`config.mk`:
```
export PLATFORM = sky130hd
export DESIGN_NAME = shift4_seq
export DESIGN_NICKNAME = d
export VERILOG_FILES = /design/src/rtl/shift_pkg.sv /design/src/rtl/shift_cnt.sv /design/src/rtl/shift4_seq.sv
export SDC_FILE = /design/constraint.sdc
export NUM_CORES = 1
export LEC_CHECK = 0
export ABC_AREA = 1
export CAP_MARGIN = 25
export CORE_ASPECT_RATIO = 1.4
export CORE_MARGIN = 2
export CORE_UTILIZATION = 25
export CTS_CLUSTER_DIAMETER = 60
export DETAILED_ROUTE_END_ITERATION = 10
export HOLD_SLACK_MARGIN = 0.02
export PLACE_DENSITY = 0.51
export SLEW_MARGIN = 40
export SYNTH_ARGS = -nofsm -noshare
export SYNTH_HDL_FRONTEND = slang
export SYNTH_HIERARCHICAL = 1
export SYNTH_SLANG_ARGS = --single-unit
```
`constraint.sdc`:
```
create_clock -name clk -period 1.5 [get_ports clk]
set_clock_uncertainty 0.05 [all_clocks]
set_input_delay 0.15 -clock clk [delete_from_list [all_inputs] [get_ports clk]]
set_output_delay 0.15 -clock clk [all_outputs]
set_load 0.01 [all_outputs]
```
`src/rtl/shift_pkg.sv`:
```
// Shared definitions for the Shift4 register stage and its upstream sequencer.
// Holds the sequencer state encoding and the default data/count widths.
package shift_pkg;

    localparam int SIZE_DEF  = 4;
    localparam int CNT_W_DEF = 3;

    typedef enum logic [1:0] {
        ST_IDLE  = 2'd0,
        ST_LOAD  = 2'd1,
        ST_SHIFT = 2'd2,
        ST_DONE  = 2'd3
    } state_e;

endpackage

```
`src/rtl/shift_cnt.sv`:
```
// Loadable down-counter for the Shift4 sequencer: clamps the loaded count to
// SIZE, decrements on enable and flags the zero and one values.
module shift_cnt
    import shift_pkg::*;
#(
    parameter int SIZE  = SIZE_DEF,
    parameter int CNT_W = CNT_W_DEF
) (
    input  logic             clk,
    input  logic             resetn,
    input  logic             ld,
    input  logic [CNT_W-1:0] ld_val,
    input  logic             dec,
    output logic             is_zero,
    output logic             is_one
);

    localparam logic [CNT_W-1:0] CNT_MAX = CNT_W'(SIZE);

    logic [CNT_W-1:0] cnt_d, cnt_q;

    always_comb begin
        cnt_d = cnt_q;
        if (ld) begin
            cnt_d = (ld_val > CNT_MAX) ? CNT_MAX : ld_val;
        end else if (dec && (cnt_q != '0)) begin
            cnt_d = cnt_q - CNT_W'(1);
        end
    end

    // NOTE: sequential state uses non-blocking assignments so every flop samples pre-edge values.
    always_ff @(posedge clk) begin
        if (!resetn) begin
            cnt_q <= '0;
        end else begin
            cnt_q <= cnt_d;
        end
    end

    assign is_zero = (cnt_q == '0);
    assign is_one  = (cnt_q == CNT_W'(1));

endmodule

```
`src/rtl/shift4_seq.sv`:
```
// Upstream sequencer for Shift4: accepts a word and shift count, then drives
// one load cycle, the requested number of (hold-pausable) shifts, and a done pulse.
module shift4_seq
    import shift_pkg::*;
#(
    parameter int size  = SIZE_DEF,
    parameter int CNT_W = CNT_W_DEF
) (
    input  logic             clk,
    input  logic             resetn,
    input  logic             in_valid,
    output logic             in_ready,
    input  logic [size-1:0]  in_data,
    input  logic [CNT_W-1:0] in_shamt,
    input  logic             hold,
    output logic             load,
    output logic             ena,
    output logic [size-1:0]  data,
    output logic             busy,
    output logic             done
);

    state_e          state_d, state_q;
    logic [size-1:0] data_d, data_q;
    logic            cnt_ld, cnt_dec, cnt_is_zero, cnt_is_one;

    shift_cnt #(
        .SIZE  (size),
        .CNT_W (CNT_W)
    ) u_cnt (
        .clk     (clk),
        .resetn  (resetn),
        .ld      (cnt_ld),
        .ld_val  (in_shamt),
        .dec     (cnt_dec),
        .is_zero (cnt_is_zero),
        .is_one  (cnt_is_one)
    );

    // NOTE: every output of this block gets a default first, so no path can infer a latch.
    always_comb begin
        state_d  = state_q;
        data_d   = data_q;
        in_ready = 1'b0;
        load     = 1'b0;
        ena      = 1'b0;
        done     = 1'b0;
        busy     = 1'b1;
        cnt_ld   = 1'b0;
        cnt_dec  = 1'b0;
        unique case (state_q)
            ST_IDLE: begin
                in_ready = 1'b1;
                busy     = 1'b0;
                if (in_valid) begin
                    data_d  = in_data;
                    cnt_ld  = 1'b1;
                    state_d = ST_LOAD;
                end
            end
            ST_LOAD: begin
                load    = 1'b1;
                state_d = cnt_is_zero ? ST_DONE : ST_SHIFT;
            end
            ST_SHIFT: begin
                // hold gates ena combinationally and freezes both count and state
                ena     = !hold;
                cnt_dec = !hold;
                if (!hold && cnt_is_one) begin
                    state_d = ST_DONE;
                end
            end
            ST_DONE: begin
                done    = 1'b1;
                state_d = ST_IDLE;
            end
            default: state_d = ST_IDLE;
        endcase
    end

    always_ff @(posedge clk) begin
        if (!resetn) begin
            state_q <= ST_IDLE;
            data_q  <= '0;
        end else begin
            state_q <= state_d;
            data_q  <= data_d;
        end
    end

    assign data = data_q;

endmodule
```
Word-level counts from Yosys, hierarchy flattened
Index checks and enable logic that the tools add are counted.
{"block": "classes", "order_cmp": 1, "shift": 0, "bitwise": 0, "n_mux": 14, "reduce_logical": 9, "n_mul": 0, "div_mod_pow": 0, "addsub": 1, "n_eq_ne": 6}
{"cell": "$mux W3", "count": 3}
{"cell": "$mux W1", "count": 8}
{"cell": "$pmux W2 S4", "count": 1}
{"cell": "$eq A2 B2 Y1 const B", "count": 2}
{"cell": "$mux W2", "count": 2}
{"cell": "$ne A2 B2 Y1 const B", "count": 2}
{"cell": "$reduce_and A2 Y1", "count": 2}
{"cell": "$eq A3 B1 Y1 const B", "count": 1}
{"cell": "$gt A3 B3 Y1 const B", "count": 1}
{"cell": "$logic_not A3 Y1", "count": 1}
{"cell": "$reduce_bool A3 Y1", "count": 1}
{"cell": "$sub A3 B1 Y3 const B", "count": 1}
{"cell": "$eq A2 B1 Y1 const B", "count": 1}
{"cell": "$logic_and A1 B1 Y1", "count": 2}
{"cell": "$logic_not A2 Y1", "count": 1}
{"cell": "$reduce_bool A2 Y1", "count": 1}
{"cell": "$logic_not A1 Y1", "count": 1}
{"block": "totals", "mem_bits_rw": 0, "wordCells": 34, "latchBits": 0, "memories": 0, "rom_bits": 0, "in_bits": 11, "reg_bits": 9, "output_inout_bits": 9}

Depth between registers and ports, before layout
{"block": "depth", "ltp_word": 5, "depth_mapped": 9, "depth_no_buf": 9}

Cells and area by module
Netlist, hierarchy kept.
{"module": "shift4_seq", "cells_per_inst": 46, "seq_area_each_um2": 120.1, "n_inst": 1, "area_each_um2": 325.3}
{"module": "shift_cnt", "cells_per_inst": 38, "seq_area_each_um2": 60.1, "n_inst": 1, "area_each_um2": 239.0}

Least setup slack after synthesis
Ideal clock, no wire load.
{"block": "synth_path", "path_kind": "reg2reg", "from": "reg state_q[0]", "to": "reg u_cnt.cnt_q[0]", "path_buffers": 0, "stages_incl_launch_ff": 9, "required_time_ps": 1334, "period_less_slack_ps": 1463, "arrival_ps": 1297, "setup_ps": 116, "setup_slack_ps": 37, "cell_sequence": "dfxtp_1 inv_1 ha_1 nand2_1 inv_1 inv_1 nand2_1 o21ai_0 nor2_1"}
{"block": "synth_via", "word_cells_on_any_way": 7, "classes_between": "1 x eq/ne; 3 x mux; 3 x reduce/logical"}
{"element": "from (decl)", "line_no": "shift4_seq.sv:23", "source": "state_e state_d, state_q;"}
{"element": "from (signal assigned)", "line_no": "shift4_seq.sv:86", "source": "state_q <= state_d;"}
{"element": "$logic_not A2 Y1 *", "line_no": "shift4_seq.sv:51", "source": "unique case (state_q)"}
{"element": "$mux W1 *", "line_no": "shift4_seq.sv:51"}
{"element": "named net cnt_ld", "line_no": "shift4_seq.sv:25", "source": "logic cnt_ld, cnt_dec, cnt_is_zero, cnt_is_one;"}
{"element": "$mux W3 or $reduce_bool A2 Y1 (tied branches)"}
{"element": "to (signal assigned)", "line_no": "shift_cnt.sv:36", "source": "cnt_q <= cnt_d;"}
{"element": "to (decl)", "line_no": "shift_cnt.sv:20", "source": "logic [CNT_W-1:0] cnt_d, cnt_q;"}
Mark *: on every way through the listed nets, which the timed path passes. The rest lies on a longest branch.
A chain may end at the register's enable or synchronous reset.

Worst setup path in the final report
{"block": "layout_path", "from": "reg state_q[1]", "to": "out busy"}
{"block": "layout_via", "elab_chain_cells": 2}
{"element": "$logic_not A2 Y1", "line_no": "shift4_seq.sv:51"}
{"element": "$mux W1", "line_no": "shift4_seq.sv:51"}
{"element": "to (decl)", "line_no": "shift4_seq.sv:19", "source": "output logic busy,"}
No other way between the ends.

==> metrics.txt <==
outcome=finished clean; Crit path required time=~1300 ps; Fmax=712 MHz; hold endpoint=data[1]; gp weighted congestion=roughly 0.74; Iter 0 DRT Violations=16; P_leak=~0.41 nW; Die ar.=0.00266 sq mm; port bufs=19; antenna diode count=0; CP Max Fanout=5; Slew Limit Fails=0; GRT overflow=0; HPWL Detailed=1050 microns; synth warn=6; root buf cell=clkbuf_4; sequential fraction of the synthesis area=31.9%; placed cell area=about 820 sq um; FF+latch area=181 sq um; core area=0.00215 sq mm; worst hold path type=reg2reg; crit start category=register; Final Hold Viols=0; reg2reg start=state_q[0]; initial antenna violation count=0; Finished Cell Area=837 sq um; Initial Utilization=26.2%; Reg2Reg Depth=8; area of the multi-input gates=around 320 sq um; slew margin rel.=78.8%; critical path data arrival time=~1200 ps; CTS Sinks=9; sw frac=43.4%; vias in the first global route=526; peak supply drop=a little over 0.0006 V; Design Power=~1.6 mW; combinational share of power=62.7%; DIE WIDTH=44.2 microns; First-pass DRT Iterations=4; final setup TNS=0 ps; max cap viols=0; first-pass GRT wire length=2150 microns; worst hold slack=445 ps; RSZ-0062 raised after global routing=false; total CTS buffers=3; Final ANT Viol Nets=0; total internal power=a little under 900 uW; DRC=0; hold path depth=2; flop-to-flop setup slack=140 ps; Mapped Avg Cell Area=6.72 sq um; vias per cell=4.33; hold path start=data[1]; cells after synthesis=84; pwr dens=between 1500 and 2000 mW/mm^2; largest net degree at the start of global routing=10; Wirelength per Cell=about 9.6 microns; kind of critical path=reg2out; Row Count=20; Synth Register Bits=9; Longest Clk Path Bufs=2; synthesized area=564 sq um; latest clock arrival within the worst-skew pair=250 ps; Yosys cell types=13; via count=just under 600; clk slew on worst S/H paths=60 ps; Layout area overhead=48.3%; GRT Resource Usage Total=10.9%; worst slew pin tran=between 300 and 400 ps; die height=~60 microns; drt total wl=between 1000 and 1500 microns; fin crit period=between 1000 and 1500 ps; CP endpoint kind=output port; period utilization=between 90% and 100%; FILL cells=~240; layout cells sized above 1=17.0%; Post-Syn Nets=102; # setup viols final=0; Reg power frac=25.8%; CTS tree=done; CTS H-Tree Depth=1; Layout Nets=between 100 and 150; IO Pins=20; Critical R2R Capture=u_cnt/cnt_q[2]; clock power share=11.5%; Sw Pwr=674 uW
## how the worst max path moves through the flow
stage                     startpoint              to
after floorplan           state_q[0]  u_cnt/cnt_q[0]
after global placement    state_q[1]  u_cnt/cnt_q[0]
after detailed placement  state_q[1]  u_cnt/cnt_q[0]
after CTS                 state_q[0]             ena
after global routing      state_q[1]  u_cnt/cnt_q[0]
final                     state_q[1]            busy
## critical path: stages, from the launching register on
cell and delay [ps]:
dfxtp_2 360, inv_1 70, ha_1 210, inv_2 60, dlygate4sd2_1 250
## cell usage after synthesis
master,number,area (sq um)
nor2_1,16,60.1
inv_1,15,56.3
nand2_1,14,52.6
dfxtp_1,9,180
o21ai_0,8,40.0
ha_1,7,87.6
nand3_1,5,25.0
a21oi_2,3,26.3
inv_2,2,7.51
nand2_2,2,12.5
a21oi_1,1,5.00
nor2_2,1,6.26
o21ai_1,1,5.00
## metrics by stage
| stage | instances | util (%) | worst slack, ps |
|---|---|---|---|
| detailed placement | 130 | 38.1 | 3.17 |
| finish | 134 | 38.9 | 95.4 |
| global placement | 130 | 38.1 | 8.16 |
| global route | 134 | 38.9 | 26.3 |
| CTS | 134 | 39.1 | 21.2 |
| floorplan | 84 | - | 37.5 |
## repair_timing
item,CTS,global route
hold buffers,0,0
setup buffers,0,0
hold endpoints to repair,0,0
endpoints found under the setup margin,6,4
resized for setup,7,3
## cells by family (layout without fill, tap and decap cells)
group           after synthesis  after routing  share of synthesized area (%)
fa+ha+maj                     7              7                           15.5
compound gates               13             13                           13.5
flops                         9              9                           31.9
buf+inv                      17             45                           11.3
simple gates                 38             38                           27.7
## area by class of cell
class / instances / share of cell area, %
flip-flops and latches: 9 / 21.7
repair buffers: 24 / 26.0
well taps: 22 / 3.29
inverters: 17 / 7.62
multi-input cells: 58 / 38.3
clock buffers: 4 / 3.14
## flip-flops by register name (all words and copies together), names as in the netlist
| register | cells |
|---|---|
| state_q | 2 |
| data | 4 |
| u_cnt/cnt_q | 3 |
## placed cells by master (no fill, tap or decap), drive strengths merged
master | Yosys | layout
o21ai | 9 | 9
inv | 17 | 17
ha | 7 | 7
clkdlybuf4s50 | 0 | 14
nand3 | 5 | 5
dlygate4sd2 | 0 | 4
buf | 0 | 5
nor2 | 17 | 17
clkbuf | 0 | 5
dfxtp | 9 | 9
nand2 | 16 | 16
a21oi | 4 | 4
## power groups by stage
stage / registers [mW] / logic (mW) / clock network, mW
floorplan: 0.411 / 0.583 / 0
global route: 0.414 / 1.09 / 0.196
CTS: 0.400 / 0.988 / 0.187
finish: 0.401 / 0.974 / 0.179
global placement: 0.397 / 1.03 / 0
detailed placement: 0.401 / 1.03 / 0
## per-layer routing
layer / vias up / GRT usage (%) / share of wire [%] / wire (microns)
met5: - / 0 / 0 / 0
met4: 0 / 6.49 / 0 / 0
met3: 0 / 1.81 / 5.8 / 74
met2: 15 / 17.9 / 51 / 653
met1: 250 / 13.1 / 43 / 557
li1: 315 / - / - / -
Power figures use the tool's default switching activity.
